`src/rtl/keypad_conditioner_if.sv`:
```
// Signal bundle between the raw keypad pins, the conditioner and the nap machine.
// The conditioner takes the master side; the pad/machine side takes the slave side.
interface keypad_conditioner_if;
  logic [9:0] key_raw;
  logic       sharp_raw;
  logic [9:0] keypad;
  logic       sharp;
  logic [3:0] key_code;
  logic       key_valid;
  logic       key_error;

  modport master (
    input  key_raw,
    input  sharp_raw,
    output keypad,
    output sharp,
    output key_code,
    output key_valid,
    output key_error
  );

  modport slave (
    output key_raw,
    output sharp_raw,
    input  keypad,
    input  sharp,
    input  key_code,
    input  key_valid,
    input  key_error
  );
endinterface

```
`src/rtl/keypad_conditioner.sv`:
```
// Synchronises, debounces and chord-filters the raw 10-key pad plus '#' line,
// producing held one-hot levels, a BCD key code and one-cycle accept/reject pulses.
module keypad_conditioner #(
  parameter int DEBOUNCE_CNT = 20000,
  parameter int CNT_W        = 16
) (
  input  logic                  clock,
  input  logic                  reset,
  keypad_conditioner_if.master  kif
);

  typedef enum logic [2:0] {
    IDLE    = 3'd0,
    CHECK   = 3'd1,
    PRESSED = 3'd2,
    RELEASE = 3'd3,
    REJECT  = 3'd4
  } state_t;

  // The load edge counts as the first counting edge, so the decision is taken on
  // the edge that moves the counter from DEBOUNCE_CNT-2 to DEBOUNCE_CNT-1.
  localparam logic [CNT_W-1:0] CNT_STABLE = CNT_W'(DEBOUNCE_CNT - 2);
  localparam logic [CNT_W-1:0] CNT_MAX    = CNT_W'(DEBOUNCE_CNT - 1);
  localparam logic [CNT_W-1:0] CNT_ONE    = CNT_W'(1);
  localparam logic [CNT_W-1:0] CNT_ZERO   = CNT_W'(0);

  function automatic logic [3:0] popcount11(input logic [10:0] v);
    logic [3:0] n;
    n = 4'd0;
    for (int i = 0; i < 11; i++) begin
      n = n + {3'd0, v[i]};
    end
    return n;
  endfunction

  function automatic logic [3:0] index11(input logic [10:0] v);
    logic [3:0] c;
    c = 4'd15;
    for (int i = 0; i < 11; i++) begin
      if (v[i]) begin
        c = 4'(i);
      end else begin
        c = c;
      end
    end
    return c;
  endfunction

  state_t             state_r, state_s;
  logic [10:0]        sync1_r, s_r;
  logic [10:0]        smp_r, smp_s;
  logic [CNT_W-1:0]   cnt_r, cnt_s;
  logic [9:0]         keypad_r, keypad_s;
  logic               sharp_r, sharp_s;
  logic [3:0]         key_code_r, key_code_s;
  logic               key_valid_r, key_valid_s;
  logic               key_error_r, key_error_s;

  logic               diff_s;
  logic               stable_s;
  logic [10:0]        smp_step_s;
  logic [CNT_W-1:0]   cnt_step_s;
  logic [3:0]         pop_s;

  // Two-flop synchroniser for the raw lines.
  always_ff @(posedge clock or negedge reset) begin
    if (!reset) begin
      sync1_r <= 11'd0;
      s_r     <= 11'd0;
    end else begin
      sync1_r <= {kif.sharp_raw, kif.key_raw};
      s_r     <= sync1_r;
    end
  end

  // State, debounce counter, sample register and registered outputs.
  always_ff @(posedge clock or negedge reset) begin
    if (!reset) begin
      state_r     <= IDLE;
      smp_r       <= 11'd0;
      cnt_r       <= CNT_ZERO;
      keypad_r    <= 10'd0;
      sharp_r     <= 1'b0;
      key_code_r  <= 4'd15;
      key_valid_r <= 1'b0;
      key_error_r <= 1'b0;
    end else begin
      state_r     <= state_s;
      smp_r       <= smp_s;
      cnt_r       <= cnt_s;
      keypad_r    <= keypad_s;
      sharp_r     <= sharp_s;
      key_code_r  <= key_code_s;
      key_valid_r <= key_valid_s;
      key_error_r <= key_error_s;
    end
  end

  // Shared restart-or-count step and the stability decision.
  always_comb begin
    diff_s     = (s_r != smp_r);
    stable_s   = (!diff_s) && (cnt_r == CNT_STABLE);
    pop_s      = popcount11(smp_r);
    smp_step_s = smp_r;
    cnt_step_s = cnt_r;
    if (diff_s) begin
      smp_step_s = s_r;
      cnt_step_s = CNT_ZERO;
    end else if (cnt_r != CNT_MAX) begin
      cnt_step_s = cnt_r + CNT_ONE;
    end else begin
      cnt_step_s = cnt_r;
    end
  end

  // Next-state and next-output logic.
  always_comb begin
    state_s     = state_r;
    smp_s       = smp_r;
    cnt_s       = cnt_r;
    keypad_s    = keypad_r;
    sharp_s     = sharp_r;
    key_code_s  = key_code_r;
    key_valid_s = 1'b0;
    key_error_s = 1'b0;

    case (state_r)
      IDLE: begin
        keypad_s   = 10'd0;
        sharp_s    = 1'b0;
        key_code_s = 4'd15;
        if (s_r != 11'd0) begin
          smp_s   = s_r;
          cnt_s   = CNT_ZERO;
          state_s = CHECK;
        end else begin
          state_s = IDLE;
        end
      end

      CHECK: begin
        smp_s = smp_step_s;
        cnt_s = cnt_step_s;
        if (stable_s) begin
          if (pop_s == 4'd1) begin
            keypad_s    = smp_r[9:0];
            sharp_s     = smp_r[10];
            key_code_s  = index11(smp_r);
            key_valid_s = 1'b1;
            state_s     = PRESSED;
          end else if (pop_s >= 4'd2) begin
            key_error_s = 1'b1;
            state_s     = REJECT;
          end else begin
            state_s = IDLE;
          end
        end else begin
          state_s = CHECK;
        end
      end

      PRESSED: begin
        if (s_r != {sharp_r, keypad_r}) begin
          smp_s   = s_r;
          cnt_s   = CNT_ZERO;
          state_s = RELEASE;
        end else begin
          state_s = PRESSED;
        end
      end

      // A new stable non-zero pattern here is deliberately ignored: only a full
      // release returns to IDLE, which blocks roll-over acceptance.
      RELEASE: begin
        smp_s = smp_step_s;
        cnt_s = cnt_step_s;
        if (stable_s && (smp_r == 11'd0)) begin
          keypad_s   = 10'd0;
          sharp_s    = 1'b0;
          key_code_s = 4'd15;
          state_s    = IDLE;
        end else begin
          state_s = RELEASE;
        end
      end

      REJECT: begin
        smp_s      = smp_step_s;
        cnt_s      = cnt_step_s;
        keypad_s   = 10'd0;
        sharp_s    = 1'b0;
        key_code_s = 4'd15;
        if (stable_s && (smp_r == 11'd0)) begin
          state_s = IDLE;
        end else begin
          state_s = REJECT;
        end
      end

      default: begin
        smp_s      = 11'd0;
        cnt_s      = CNT_ZERO;
        keypad_s   = 10'd0;
        sharp_s    = 1'b0;
        key_code_s = 4'd15;
        state_s    = IDLE;
      end
    endcase
  end

  assign kif.keypad    = keypad_r;
  assign kif.sharp     = sharp_r;
  assign kif.key_code  = key_code_r;
  assign kif.key_valid = key_valid_r;
  assign kif.key_error = key_error_r;

endmodule

```
`src/flat_wrapper.sv`:
```
// flat-port wrapper written by rule: the top's interface ports become plain ports
module keypad_conditioner_flat 
#(
  parameter int DEBOUNCE_CNT = 20000,
  parameter int CNT_W        = 16
)
  (clock, reset, kif_key_raw, kif_sharp_raw, kif_keypad, kif_sharp, kif_key_code, kif_key_valid, kif_key_error);
  keypad_conditioner_if kif_i ();
  input  logic clock;
  input  logic reset;
  input wire logic [$bits(kif_i.key_raw)-1:0] kif_key_raw;
  input wire logic [$bits(kif_i.sharp_raw)-1:0] kif_sharp_raw;
  output wire logic [$bits(kif_i.keypad)-1:0] kif_keypad;
  output wire logic [$bits(kif_i.sharp)-1:0] kif_sharp;
  output wire logic [$bits(kif_i.key_code)-1:0] kif_key_code;
  output wire logic [$bits(kif_i.key_valid)-1:0] kif_key_valid;
  output wire logic [$bits(kif_i.key_error)-1:0] kif_key_error;
  assign kif_i.key_raw = kif_key_raw;
  assign kif_i.sharp_raw = kif_sharp_raw;
  assign kif_keypad = kif_i.keypad;
  assign kif_sharp = kif_i.sharp;
  assign kif_key_code = kif_i.key_code;
  assign kif_key_valid = kif_i.key_valid;
  assign kif_key_error = kif_i.key_error;
  keypad_conditioner #(.DEBOUNCE_CNT(DEBOUNCE_CNT), .CNT_W(CNT_W)) u_core (.clock(clock), .reset(reset), .kif(kif_i));
endmodule
```
`config.mk`:
```
export PLATFORM = sky130hd
export DESIGN_NAME = keypad_conditioner_flat
export DESIGN_NICKNAME = d
export VERILOG_FILES = /design/src/rtl/keypad_conditioner_if.sv /design/src/rtl/keypad_conditioner.sv /design/src/flat_wrapper.sv
export SDC_FILE = /design/constraint.sdc
export NUM_CORES = 1
export LEC_CHECK = 0
export BUFFER_PORTS_ARGS = -buffer_cell sky130_fd_sc_hd__buf_2
export CORE_UTILIZATION = 59
export CTS_CLUSTER_SIZE = 20
export DETAILED_ROUTE_END_ITERATION = 16
export PLACE_DENSITY = 0.83
export SYNTH_ARGS = -nofsm -noshare
export SYNTH_HDL_FRONTEND = slang
export SYNTH_SLANG_ARGS = --single-unit
```
`constraint.sdc`:
```
create_clock -name clock -period 5.36 [get_ports clock]
set_input_delay 0.804 -clock clock [delete_from_list [all_inputs] [get_ports clock]]
set_output_delay 0.804 -clock clock [all_outputs]
set_load 0.02 [all_outputs]
```
* After elaboration in Yosys (flattened, before gate mapping)
Index checks and enable logic that the tools add are counted.
** Word-level totals
- Register bits :: 69
- Output and inout bits :: 17
- Bits of input ports :: 13
- Word-level logic and storage cells :: 96
** Cells by class
- Muxes and demuxes :: 47
- Eq/ne operators :: 16
- Reductions and logical operators :: 10
- $lt $le $gt $ge :: 1
- Bitwise operators :: 1
- $add $sub $neg :: 11
** Operator list (number)
- two-way mux 16 bit :: 4
- two-way mux 4 bit :: 14
- one-hot mux 16 bit (3 select lines) :: 1
- adder 4 x 1 -> 4 bit :: 9
- two-way mux 11 bit :: 3
- one-hot mux 11 bit (3 select lines) :: 1
- two-way mux 10 bit :: 3
- one-hot mux 10 bit (3 select lines) :: 1
- != test 11 bit :: 2
- adder 16 x 1 -> 16 bit (second input constant) :: 1
- equality test 16 x 15 -> 1 bit (second input constant) :: 1
- != test 16 x 15 -> 1 bit (second input constant) :: 1
- one-hot mux 3 bit (5 select lines) :: 1
- two-way mux 1 bit :: 12
- two-way mux 3 bit :: 4
- != test 2 x 1 -> 1 bit (second input constant) :: 6
- one-hot mux 4 bit (3 select lines) :: 1
- logical NOT 11 bit :: 1
- nonzero test 11 bit :: 1
- equality test 3 x 2 -> 1 bit (second input constant) :: 2
- AND reduction 3 bit :: 2
- equality test 4 x 1 -> 1 bit (second input constant) :: 1
- greater-or-equal comparator 4 x 2 -> 1 bit (second input constant) :: 1
- AND reduction 4 bit :: 1
- other kinds (11) :: 12

* Logic depth before layout (Yosys ltp)
Gate-level depths: netlist of run 1.
- Depth in word-level cells :: 15
- Depth in mapped cells :: 19
- Depth with buffers taken out :: 18

* Worst setup path before layout of run 1
No wires, ideal clock.
- Path kind :: register to register
- Start point :: register u_core.smp_r[0]
- End point :: register u_core.keypad_r[4] (netlist: u_core.kif.keypad[4])
- Clock period less this slack :: 4.368 ns
- Data arrival time :: 4.247 ns
- Buffers on the path :: 1
- Data required time :: 5.239 ns
- Library setup time :: 0.121 ns
- Path slack :: 0.992 ns
- Cell stages (with the launch flop) :: 20
- Path through :: dfrtp_1 -> inv_1 -> ha_1 -> inv_1 -> fa_1 -> inv_1 -> fa_1 -> inv_1 -> fa_1 -> inv_1 -> ha_1 -> inv_1 -> fa_1 -> a211oi_1 -> mux2i_1 -> nor3b_1 -> nand4_2 -> a22o_4 -> buf_6 -> a22o_1
** On the way
- Word-level cells in the longest chain between the ends :: 13
- Elaborated cells on any way between the ends :: 20
- Those cells by class :: add/sub (10); eq/ne (5); reduce/logical (5)
** Ends and longest elaborated chain
- start, declared :: line keypad_conditioner.sv:51 : logic [10:0] smp_r, smp_s;
- start signal, assigned :: line keypad_conditioner.sv:89 : smp_r <= smp_s;
- adder 1 x 1 -> 2 bit :: line keypad_conditioner.sv:31 : n = n + {3'd0, v[i]};
- adder 4 x 1 -> 4 bit (9 in series) :: line keypad_conditioner.sv:31
- equality test 4 x 1 -> 1 bit :: line keypad_conditioner.sv:145 : if (pop_s == 4'd1) begin
- != test 2 x 1 -> 1 bit (no source line)
- AND reduction 4 bit (no source line) *
- end signal, assigned :: line keypad_conditioner.sv:91 : keypad_r <= keypad_s;
- end, declared :: line keypad_conditioner.sv:53 : logic [9:0] keypad_r, keypad_s;
Every way passes the cells marked *; elsewhere a longest branch is shown, timed or not.
A chain may end at the register's enable or synchronous reset.

* Worst setup path in the final report of run 1
- Start point :: register u_core.smp_r[1]
- End point :: register u_core.keypad_r[6] (netlist: u_core.kif.keypad[6])
The elaborated chain is that of the path after synthesis.

==> results of run 1 <==
[power by group]
part           internal [mW]  switching (mW)
combinational         0.0474          0.0620
sequential             0.533          0.0184
clock                  0.269           0.220
[synthesized netlist by cell type, types with 4 or more instances]
| cell type | instances | area (um2) |
|---|---|---|
| a22oi_1 | 4 | 30.03 |
| nand4_1 | 9 | 56.30 |
| o21ai_0 | 20 | 100.1 |
| fa_1 | 6 | 120.1 |
| buf_6 | 5 | 56.30 |
| nand2_1 | 32 | 120.1 |
| nor2_1 | 10 | 37.54 |
| o31ai_1 | 9 | 67.56 |
| a22o_1 | 11 | 96.34 |
| ha_1 | 9 | 112.6 |
| clkbuf_1 | 5 | 18.77 |
| nand3_1 | 10 | 50.05 |
| xnor2_1 | 22 | 192.7 |
| inv_1 | 27 | 101.4 |
| a21oi_1 | 17 | 85.08 |
| dfstp_2 | 4 | 105.1 |
| or4_1 | 9 | 67.56 |
| dfrtp_1 | 65 | 1627 |
| nor4_1 | 5 | 31.28 |
| or3_1 | 8 | 50.05 |
[worst reg2reg max path: stages, from the launching register on]
cell      delay [ps]
dfrtp_1          440
inv_1            100
ha_1             290
inv_1             50
fa_1             480
inv_1             60
fa_1             510
inv_1             50
fa_1             420
inv_1             70
ha_1             160
inv_1             60
fa_1             380
a211oi_1         230
mux2i_1          110
nor3b_1          360
nand4_2          210
nor3_4           560
a22o_1           270
[through the flow]
stage / cell area [um2] / setup WS (ps) / hold slack (ps) / total power [mW] / instances
final: 3821 / 491.6 / 350.5 / 1.150 / 430
after global routing: 3821 / 249.0 / 359.4 / 1.195 / 430
after CTS: 3816 / 522.6 / 352.4 / 1.154 / 429
after detailed placement: 3588 / 591.9 / 334.7 / 0.6660 / 413
after global placement: 3588 / 800.8 / 331.3 / 0.6594 / 413
after floorplan: 3411 / 992.1 / 331.2 / 0.6303 / 320
[area by class of cell]
class                      instances  area share (%)
clock buffer                       9           3.242
clock inverter                     7           2.718
inverter                          27           2.652
multi-input combinational        213           39.19
sequential                        69           45.32
tap                               72           2.358
timing repair buffer              33           4.519
[sequential cells by signal (all words and copies together) (netlist names)]
register / cells
u_core.sync1_r: 11
u_core.kif.sharp: 1
u_core.kif.key_error: 1
u_core.kif.key_valid: 1
u_core.kif.keypad: 10
u_core.cnt_r: 16
u_core.s_r: 11
u_core.kif.key_code: 4
u_core.smp_r: 11
u_core.state_r: 3
[cell families (layout without fill, tap and decap cells)]
kind of cell,Yosys count,after routing,synth area share (%)
adders and majority gates,15,15,6.823
muxes,1,1,0.2935
and+or+nand+nor,101,101,16.47
xor gates and xnor gates,22,22,5.649
buffers and inverters,38,76,5.319
DFF,69,69,50.77
AOI/OAI and AO/OA,74,74,14.67
[per-layer routing]
layer  global-route usage [%]  up-vias
li1                         -     1205
met1                    36.57     1241
met3                    5.000       21
met5                        0        -
met4                    16.67        0
met2                    40.18       90
[worst max path at each step]
stage                               start              endpoint  cells after the start
after CTS                 u_core.smp_r[0]  u_core.kif.keypad[6]                     18
final                     u_core.smp_r[1]  u_core.kif.keypad[6]                     18
after floorplan           u_core.smp_r[0]  u_core.kif.keypad[4]                     19
after global placement    u_core.smp_r[0]  u_core.kif.keypad[6]                     18
after detailed placement  u_core.smp_r[0]      u_core.kif.sharp                     18
after global routing      u_core.smp_r[1]      u_core.kif.sharp                     18
==> flow_metrics.env, run 1 <==
export IMPL_wl_met2_um=3442
export IMPL_postSynth_asyncResetShare_pct=100.0
export IMPL_ir_worst_vdd_uv=226.3
export IMPL_status="completed"
export IMPL_gp_congestion=0.8814
export IMPL_critPathKind="flip-flop to flip-flop"
export IMPL_drc_errors=0
export IMPL_drive_gt1_share_pct=17.04
export IMPL_multi_input_area_um2=1498
export IMPL_cpPeakStageDelay_ps=560
export IMPL_cts_buffer_depth=2
export IMPL_min_from="u_core.sync1_r[0]"
export IMPL_finalSetupViolations=0
export IMPL_antenna_cells=0
export IMPL_crit_required_ps=5650
export IMPL_grt_antenna_before_repair=0
export IMPL_cts_hold_buf=0
export IMPL_r2r_end="u_core.kif.keypad[6]"
export IMPL_grt_max_degree=70
export IMPL_via_per_inst=5.947
export IMPL_tns_ps=0
export IMPL_hold_class="flip-flop to flip-flop"
export IMPL_wl_per_cell_um=17.07
export IMPL_finalCriticalPeriod_ps=4868
export IMPL_crit_top_cell="inv_1"
export IMPL_num_vias=2557
export IMPL_row_count=27
export IMPL_synth_edf_count=0
export IMPL_report_final_slew_viol_count=0
export IMPL_h_tree_depth=3
export IMPL_worst_clock_skew_ps=9.936
export IMPL_track_usage_pct=26.86
export IMPL_cts_root_buffer="clkbuf_8"
export IMPL_synthesis_nets=348
export IMPL_start_util_pct=61.56
export IMPL_final_common_cell="dfrtp_1"
export IMPL_fin_crit_sh_pct=90.83
export IMPL_powerDensity_nw_per_um2=300.9
export IMPL_syn_to_final_growth_pct=12.03
export IMPL_grt_pass1_vias=2522
export IMPL_detail_route_antenna_nets=0
export IMPL_synth_avg_cell_area_um2=10.66
export IMPL_cts_tree="yes"
export IMPL_min_to="u_core.s_r[0]"
export IMPL_port_buffer_count=29
export IMPL_overflow=0
export IMPL_power_leakage_nw=1.693
export IMPL_grt_pass1_wl_um=12240
export IMPL_pin_count=30
export IMPL_clkLatencyLatePin_ps=350
export IMPL_fillCellCount=403
export IMPL_final_cell_mix="dfrtp_1 (65), nand2_1 (32), buf_2 (29)"
export IMPL_worstMarginPinSlew_ps=889.0
export IMPL_die_area_um2=6089
export IMPL_worstRegToRegCells=18
export IMPL_hold_depth=0
export IMPL_die_h_um=78.03
export IMPL_timing_fmax_mhz=205.4
export IMPL_cap_violations=0
export IMPL_seq_area_um2=1732
export IMPL_critPathLaunchType="flip-flop"
export IMPL_synth_cell_type_count=44
export IMPL_wl_met3_um=376
export IMPL_yosys_most_used_dff="dfrtp_1"
export IMPL_cp_max_fo=17
export IMPL_ys_seq_elements=69
export IMPL_wirelength_um=7342
export IMPL_grt_setup_unrepaired="no"
export IMPL_clock_sinks=69
export IMPL_cp_end_kind="flip-flop"
export IMPL_wl_met1_um=3338
export IMPL_dp_hpwl_um=4740
export IMPL_slowest_stage="nor3_4"
export IMPL_hold_viol_final=0
export IMPL_cp_top_family="adder cells"
export IMPL_die_x_um=78.03
export IMPL_post_cts_buffers=0
export IMPL_fin_util_pct=68.97
export IMPL_crit_chain="inv_1 > ha_1 > inv_1 > fa_1 > inv_1 > fa_1 > inv_1 > fa_1 > inv_1 > ha_1 > inv_1 > fa_1 > a211oi_1 > mux2i_1 > nor3b_1 > nand4_2 > nor3_4 > a22o_1"
export IMPL_synth_seq_area_share_pct=50.77
export IMPL_post_cts_resized=0
export IMPL_cp_num_buf_inv=6
export IMPL_synth_area_um2=3411
export IMPL_top_layer_used="met4"
export IMPL_reg2reg_setup_slack_ps=490
export IMPL_maxSlewHeadroom_pct=40.11
export IMPL_numCtsBuffers=9
export IMPL_drtPass1Iterations=4
export IMPL_drt_iter0_markers=220
export IMPL_clk_pin_slew_ps=80
export IMPL_synth_warnings=0
export IMPL_coreArea_um2=5540
export IMPL_r2r_start="u_core.smp_r[1]"
export IMPL_crit_arrival_ps=5160
export IMPL_synth_cells=320
export IMPL_nNetsFinal=381
Power figures use the tool's default switching activity.
==> run 2: changes to the inputs <==
- ABC_AREA: unset -> 1
- CORE_UTILIZATION: 59 -> 60
- PLACE_DENSITY: 0.83 -> 0.84
==> flow_metrics.env, run 2 <==
export IMPL_status="completed"
export IMPL_numCtsBuffers=9
export IMPL_yosys_most_used_dff="dfrtp_1"
export IMPL_cp_end_kind="flip-flop"
export IMPL_h_tree_depth=3
export IMPL_drt_iter0_markers=280
export IMPL_finalCriticalPeriod_ps=4259
export IMPL_num_vias=3187
export IMPL_worst_clock_skew_ps=6.933
export IMPL_yosys_area_top_type="dfrtp_1"
export IMPL_hold_viol_final=0
export IMPL_worstMarginPinSlew_ps=1111
export IMPL_gp_congestion=0.9060
export IMPL_wl_per_cell_um=13.66
export IMPL_synth_area_leaders="dfrtp_1 (43%), nand2_1 (13%), inv_1 (6.1%)"
export IMPL_cp_max_fo=15
export IMPL_synth_cells=471
export IMPL_drtPass1Iterations=5
export IMPL_power_mw=1.157
export IMPL_drive_gt1_share_pct=14.99
export IMPL_synth_commonest_cells="nand2_1 (129), dfrtp_1 (65), inv_1 (61)"
export IMPL_grt_busiest_layer="met2"
export IMPL_detail_route_antenna_nets=0
export IMPL_crit_arrival_ps=4490
export IMPL_crit_required_ps=5590
export IMPL_start_util_pct=62.74
export IMPL_finalSetupViolations=0
export IMPL_coreArea_um2=5991
export IMPL_clk_pin_slew_ps=70
export IMPL_maxSlewHeadroom_pct=25.42
export IMPL_critPathKind="flip-flop to flip-flop"
export IMPL_grt_antenna_before_repair=0
export IMPL_cts_hold_buf=0
export IMPL_die_h_um=81.15
export IMPL_via_per_inst=5.476
export IMPL_antenna_cells=0
export IMPL_synthesis_nets=499
export IMPL_timing_fmax_mhz=234.8
export IMPL_synth_edf_count=0
export IMPL_use_met1_pct=37.12
export IMPL_critPathLaunchType="flip-flop"
export IMPL_largest_reg_flops=16
export IMPL_clkLatencyLatePin_ps=340
export IMPL_synth_top_cell_area_share_pct=43.28
export IMPL_power_leakage_nw=2.060
export IMPL_grt_pass1_wl_um=13410
export IMPL_cts_tree="yes"
export IMPL_drc_errors=0
export IMPL_synth_avg_cell_area_um2=7.980
export IMPL_synth_cell_type_count=35
export IMPL_track_usage_pct=27.53
export IMPL_die_x_um=81.15
export IMPL_cts_buffer_depth=2
export IMPL_use_met3_pct=7.079
export IMPL_synth_area_um2=3759
export IMPL_dp_hpwl_um=5672
export IMPL_syn_to_final_growth_pct=11.02
export IMPL_grt_setup_unrepaired="no"
export IMPL_powerDensity_nw_per_um2=277.3
export IMPL_die_area_um2=6585
export IMPL_row_count=28
export IMPL_finish_instance_area_um2=4173
export IMPL_synth_seq_area_share_pct=46.07
export IMPL_final_common_cell="nand2_1"
export IMPL_gr_usage_met2_pct=42.52
export IMPL_clock_sinks=69
export IMPL_grt_pass1_vias=2945
export IMPL_postSynth_asyncResetShare_pct=100.0
export IMPL_cap_violations=0
export IMPL_synth_warnings=0
export IMPL_final_cell_mix="nand2_1 (129), dfrtp_1 (65), inv_1 (61)"
export IMPL_overflow=0
export IMPL_ir_worst_vdd_uv=261.0
export IMPL_post_cts_resized=0
export IMPL_wirelength_um=7951
export IMPL_tns_ps=0
export IMPL_hold_class="flip-flop to flip-flop"
export IMPL_pin_count=30
export IMPL_grt_max_degree=70
export IMPL_post_cts_buffers=0
export IMPL_cts_root_buffer="clkbuf_8"
export IMPL_report_final_slew_viol_count=0
export IMPL_max_flop_register="u_core.cnt_r"
export IMPL_ys_seq_elements=69
export IMPL_nNetsFinal=530
export IMPL_fin_crit_sh_pct=79.46
export IMPL_placed_area_um2=3941
export IMPL_synth_most_common_cell="nand2_1"
export IMPL_port_buffer_count=29
-- run 2: report_power, final --
| part | internal, mW | switching [mW] | total (mW) | leakage, nW |
|---|---|---|---|---|
| logic | 0.0483 | 0.0772 | 0.126 | 1.08 |
| registers | 0.534 | 0.0147 | 0.549 | 0.869 |
| clock network | 0.279 | 0.204 | 0.482 | 0.113 |
| total | 0.861 | 0.296 | 1.16 | 2.06 |
-- run 2: metal layers --
layer | vias up | part of all wire [%]
met5 | - | 0
met4 | 0 | 2.1
met3 | 20 | 6.6
met2 | 129 | 46
met1 | 1478 | 45
li1 | 1560 | -
-- run 2: layout make-up --
| type | count | area (um2) |
|---|---|---|
| sequential | 69 | 1732 |
| multi-input combinational | 320 | 1693 |
| clock inverter | 6 | 93.84 |
| tap | 75 | 93.84 |
| fill | 470 | 1818 |
| clock buffer | 10 | 137.6 |
| timing repair buffer | 30 | 152.6 |
| inverter | 72 | 270.3 |
-- run 2: per-stage QoR --
stage	setup WS [ps]	instances	hold WS [ps]	util, %
floorplan	1419	471	331.2	-
global placement	1315	566	331.6	65.79
detailed placement	1136	566	334.7	65.79
CTS	1122	582	352.3	69.65
global route	807.4	582	351.6	69.65
finish	1101	582	349.6	69.65
-- run 2: final timing paths --
path,from,endpoint,slack (ps),cells past startpoint
setup / recovery,u_core.smp_r[0],u_core.kif.keypad[1],1100,22
max in group asynchronous,reset,u_core.kif.keypad[1],4180,2
hold reg to reg,u_core.sync1_r[8],u_core.s_r[8],350,0
min in group asynchronous,reset,u_core.kif.keypad[5],630,2
hold / removal,u_core.sync1_r[8],u_core.s_r[8],350,0
setup reg to reg,u_core.smp_r[0],u_core.kif.keypad[1],1100,22
-- run 2: critical path: stages, from the launching register on --
cell	delay, ps
dfrtp_1	420
inv_1	100
ha_1	290
inv_1	50
fa_1	470
inv_1	50
fa_1	490
inv_1	50
fa_1	430
inv_1	70
ha_1	160
inv_1	60
fa_1	380
nand2_1	80
inv_1	30
nor2_1	70
nand4_1	100
nor2_1	190
nand4_1	140
nand2_2	140
nand3_4	210
nand2_1	120
nand2_1	60
-- run 2: logic make-up (layout without fill, tap and decap cells) --
kind of cell / count (synthesis) / count (layout) / synth area share (%)
adder cells (fa/ha/maj): 15 / 15 / 6.192
flip-flops: 69 / 69 / 46.07
AO/OA/AOI/OAI: 36 / 36 / 5.293
AND/OR/NAND/NOR: 260 / 260 / 31.46
buffers and inverters: 82 / 118 / 8.888
XOR/XNOR: 9 / 9 / 2.097
==> run 3: changes to the inputs <==
- clock period: 5.36 -> 4.2 ns (I/O delays scaled with it)
==> flow_metrics.env, run 3 (synthesized netlist as in run 2, its figures left out) <==
export IMPL_ir_worst_vdd_uv=265.3
export IMPL_die_h_um=81.15
export IMPL_gp_congestion=0.9217
export IMPL_pin_count=30
export IMPL_worst_clock_skew_ps=13.53
export IMPL_cp_end_kind="flip-flop"
export IMPL_grt_max_degree=42
export IMPL_crit_chain="inv_2 > ha_4 > inv_2 > fa_1 > inv_2 > fa_1 > inv_1 > fa_1 > inv_1 > ha_2 > inv_2 > fa_2 > nand4_1 > nor2_2 > nand4_1 > nand2_4 > nand3_4 > nand2_2 > nand2_2"
export IMPL_p_comb_share_pct=13.1
export IMPL_place_ws_ps=-43.57
export IMPL_drtPass1Iterations=5
export IMPL_finalCriticalPeriod_ps=4119
export IMPL_drc_errors=0
export IMPL_crit_arrival_ps=4370
export IMPL_fin_ws_ps=80.76
export IMPL_finalSetupViolations=0
export IMPL_power_leakage_nw=2.073
export IMPL_nNetsFinal=539
export IMPL_h_tree_depth=3
export IMPL_largest_reg_flops=16
export IMPL_grt_antenna_before_repair=0
export IMPL_final_cell_mix="nand2_1 (124), dfrtp_1 (65), inv_1 (56)"
export IMPL_hold_viol_final=0
export IMPL_num_vias=3302
export IMPL_die_area_um2=6585
export IMPL_row_count=28
export IMPL_finish_instance_area_um2=4235
export IMPL_cp_max_fo=8
export IMPL_critPathKind="flip-flop to flip-flop"
export IMPL_clkLatencyLatePin_ps=360
export IMPL_final_common_cell="nand2_1"
export IMPL_power_switching_share_pct=29.35
export IMPL_power_share_clock_pct=36.2
export IMPL_dp_hpwl_um=5868
export IMPL_cts_hold_buf=0
export IMPL_coreArea_um2=5991
export IMPL_drt_iter0_markers=283
export IMPL_cts_root_buffer="clkbuf_8"
export IMPL_seqPwrFrac_pct=50.7
export IMPL_grt_setup_unrepaired="yes"
export IMPL_crit_required_ps=4450
export IMPL_cpPeakStageDelay_ps=510
export IMPL_cts_tree="yes"
export IMPL_track_usage_pct=28.68
export IMPL_die_x_um=81.15
export IMPL_wl_per_cell_um=14.34
export IMPL_placed_area_um2=3949
export IMPL_cts_buffer_depth=2
export IMPL_numCtsBuffers=9
export IMPL_fin_crit_sh_pct=98.08
export IMPL_slowest_stage="fa_2"
export IMPL_worstRegToRegCells=19
export IMPL_clock_sinks=69
export IMPL_wirelength_um=8473
export IMPL_start_util_pct=62.74
export IMPL_max_flop_register="u_core.cnt_r"
export IMPL_detail_route_antenna_nets=0
export IMPL_tns_ps=0
export IMPL_fillCellCount=442
export IMPL_overflow=0
export IMPL_clk_pin_slew_ps=90
export IMPL_cap_violations=0
export IMPL_power_mw=1.384
export IMPL_report_final_slew_viol_count=0
export IMPL_syn_to_final_growth_pct=12.68
export IMPL_drive_gt1_share_pct=19.19
export IMPL_hold_class="flip-flop to flip-flop"
export IMPL_grt_pass1_wl_um=14040
export IMPL_worstMarginPinSlew_ps=927.0
export IMPL_maxSlewHeadroom_pct=38.13
export IMPL_powerDensity_nw_per_um2=326.8
export IMPL_hold_depth=0
export IMPL_critPathLaunchType="flip-flop"
export IMPL_grt_pass1_vias=3073
export IMPL_internal_power_uw=977.8
export IMPL_crit_top_cell="inv_2"
export IMPL_port_buffer_count=29
export IMPL_timing_fmax_mhz=242.8
export IMPL_p_sw_uw=406.2
export IMPL_via_per_inst=5.587
export IMPL_antenna_cells=0
export IMPL_fin_util_pct=70.70
export IMPL_status="completed"
-- run 3: cell types whose count changed in the layout (fill, tap and decap cells not counted), moves of 2 or more --
cell	change
nand2_2	+4
buf_4	+8
ha_1	-2
clkinv_2	+2
bufinv_16	-2
inv_1	-5
inv_2	+5
nand2_1	-5
-- run 3: worst max-delay path, delay by kind of cell (launching register included) --
| kind | cells | cell delay [ps] |
|---|---|---|
| buffers and inverters | 6 | 300 |
| AND/OR/NAND/NOR | 7 | 970 |
| adder cells (fa/ha/maj) | 6 | 2340 |
| flip-flops | 1 | 390 |
-- run 3: repair_timing --
| item | in CTS | in global routing |
|---|---|---|
| resized for setup | 2 | 14 |
| buffers inserted | 1 | 6 |
| endpoints found under the setup margin | 15 | 15 |
| gates cloned | 1 | 0 |
| pin swaps | 0 | 5 |
-- run 3: path summary, 6_finish.rpt --
| kind | startpoint | to | slack, ps |
|---|---|---|---|
| min | u_core.sync1_r[5] | u_core.s_r[5] | 350 |
| max | u_core.smp_r[0] | u_core.kif.keypad[7] | 80 |
| max in group asynchronous | reset | u_core.cnt_r[4] | 2910 |
| min reg2reg | u_core.sync1_r[5] | u_core.s_r[5] | 350 |
| max reg2reg | u_core.smp_r[0] | u_core.kif.keypad[7] | 80 |
| min in group asynchronous | reset | u_core.kif.keypad[4] | 390 |
-- run 3: cell type report --
cell class	instances	area (um2)	share of cell area (%)
Inverter	72	270.3	6.381
Multi-Input combinational cell	321	1748	41.27
Timing Repair Buffer	38	212.7	5.022
Clock inverter	7	55.05	1.300
Tap cell	75	93.84	2.216
Clock buffer	9	123.9	2.925
Sequential cell	69	1732	40.89
-- run 3: metal layers --
layer	vias up	GRT usage [%]	wire (um)
met5	-	0	0
met4	0	13.04	222
met3	20	8.539	556
met2	125	42.35	3953
met1	1572	38.88	3740
li1	1585	-	-
-- run 3: power by group through the flow --
| stage | combinational, mW | sequential [mW] | clock [mW] |
|---|---|---|---|
| after detailed placement | 0.159 | 0.714 | 0 |
| after global routing | 0.206 | 0.704 | 0.544 |
| final | 0.181 | 0.701 | 0.502 |
| after floorplan | 0.110 | 0.709 | 0 |
| after CTS | 0.164 | 0.701 | 0.512 |
| after global placement | 0.149 | 0.713 | 0 |
-- run 3: stage by stage --
stage               hold WS, ps  cells
finish                    345.6    591
global placement          331.5    567
detailed placement        337.2    567
global route              353.9    591
CTS                       350.3    585
floorplan                 331.2    471
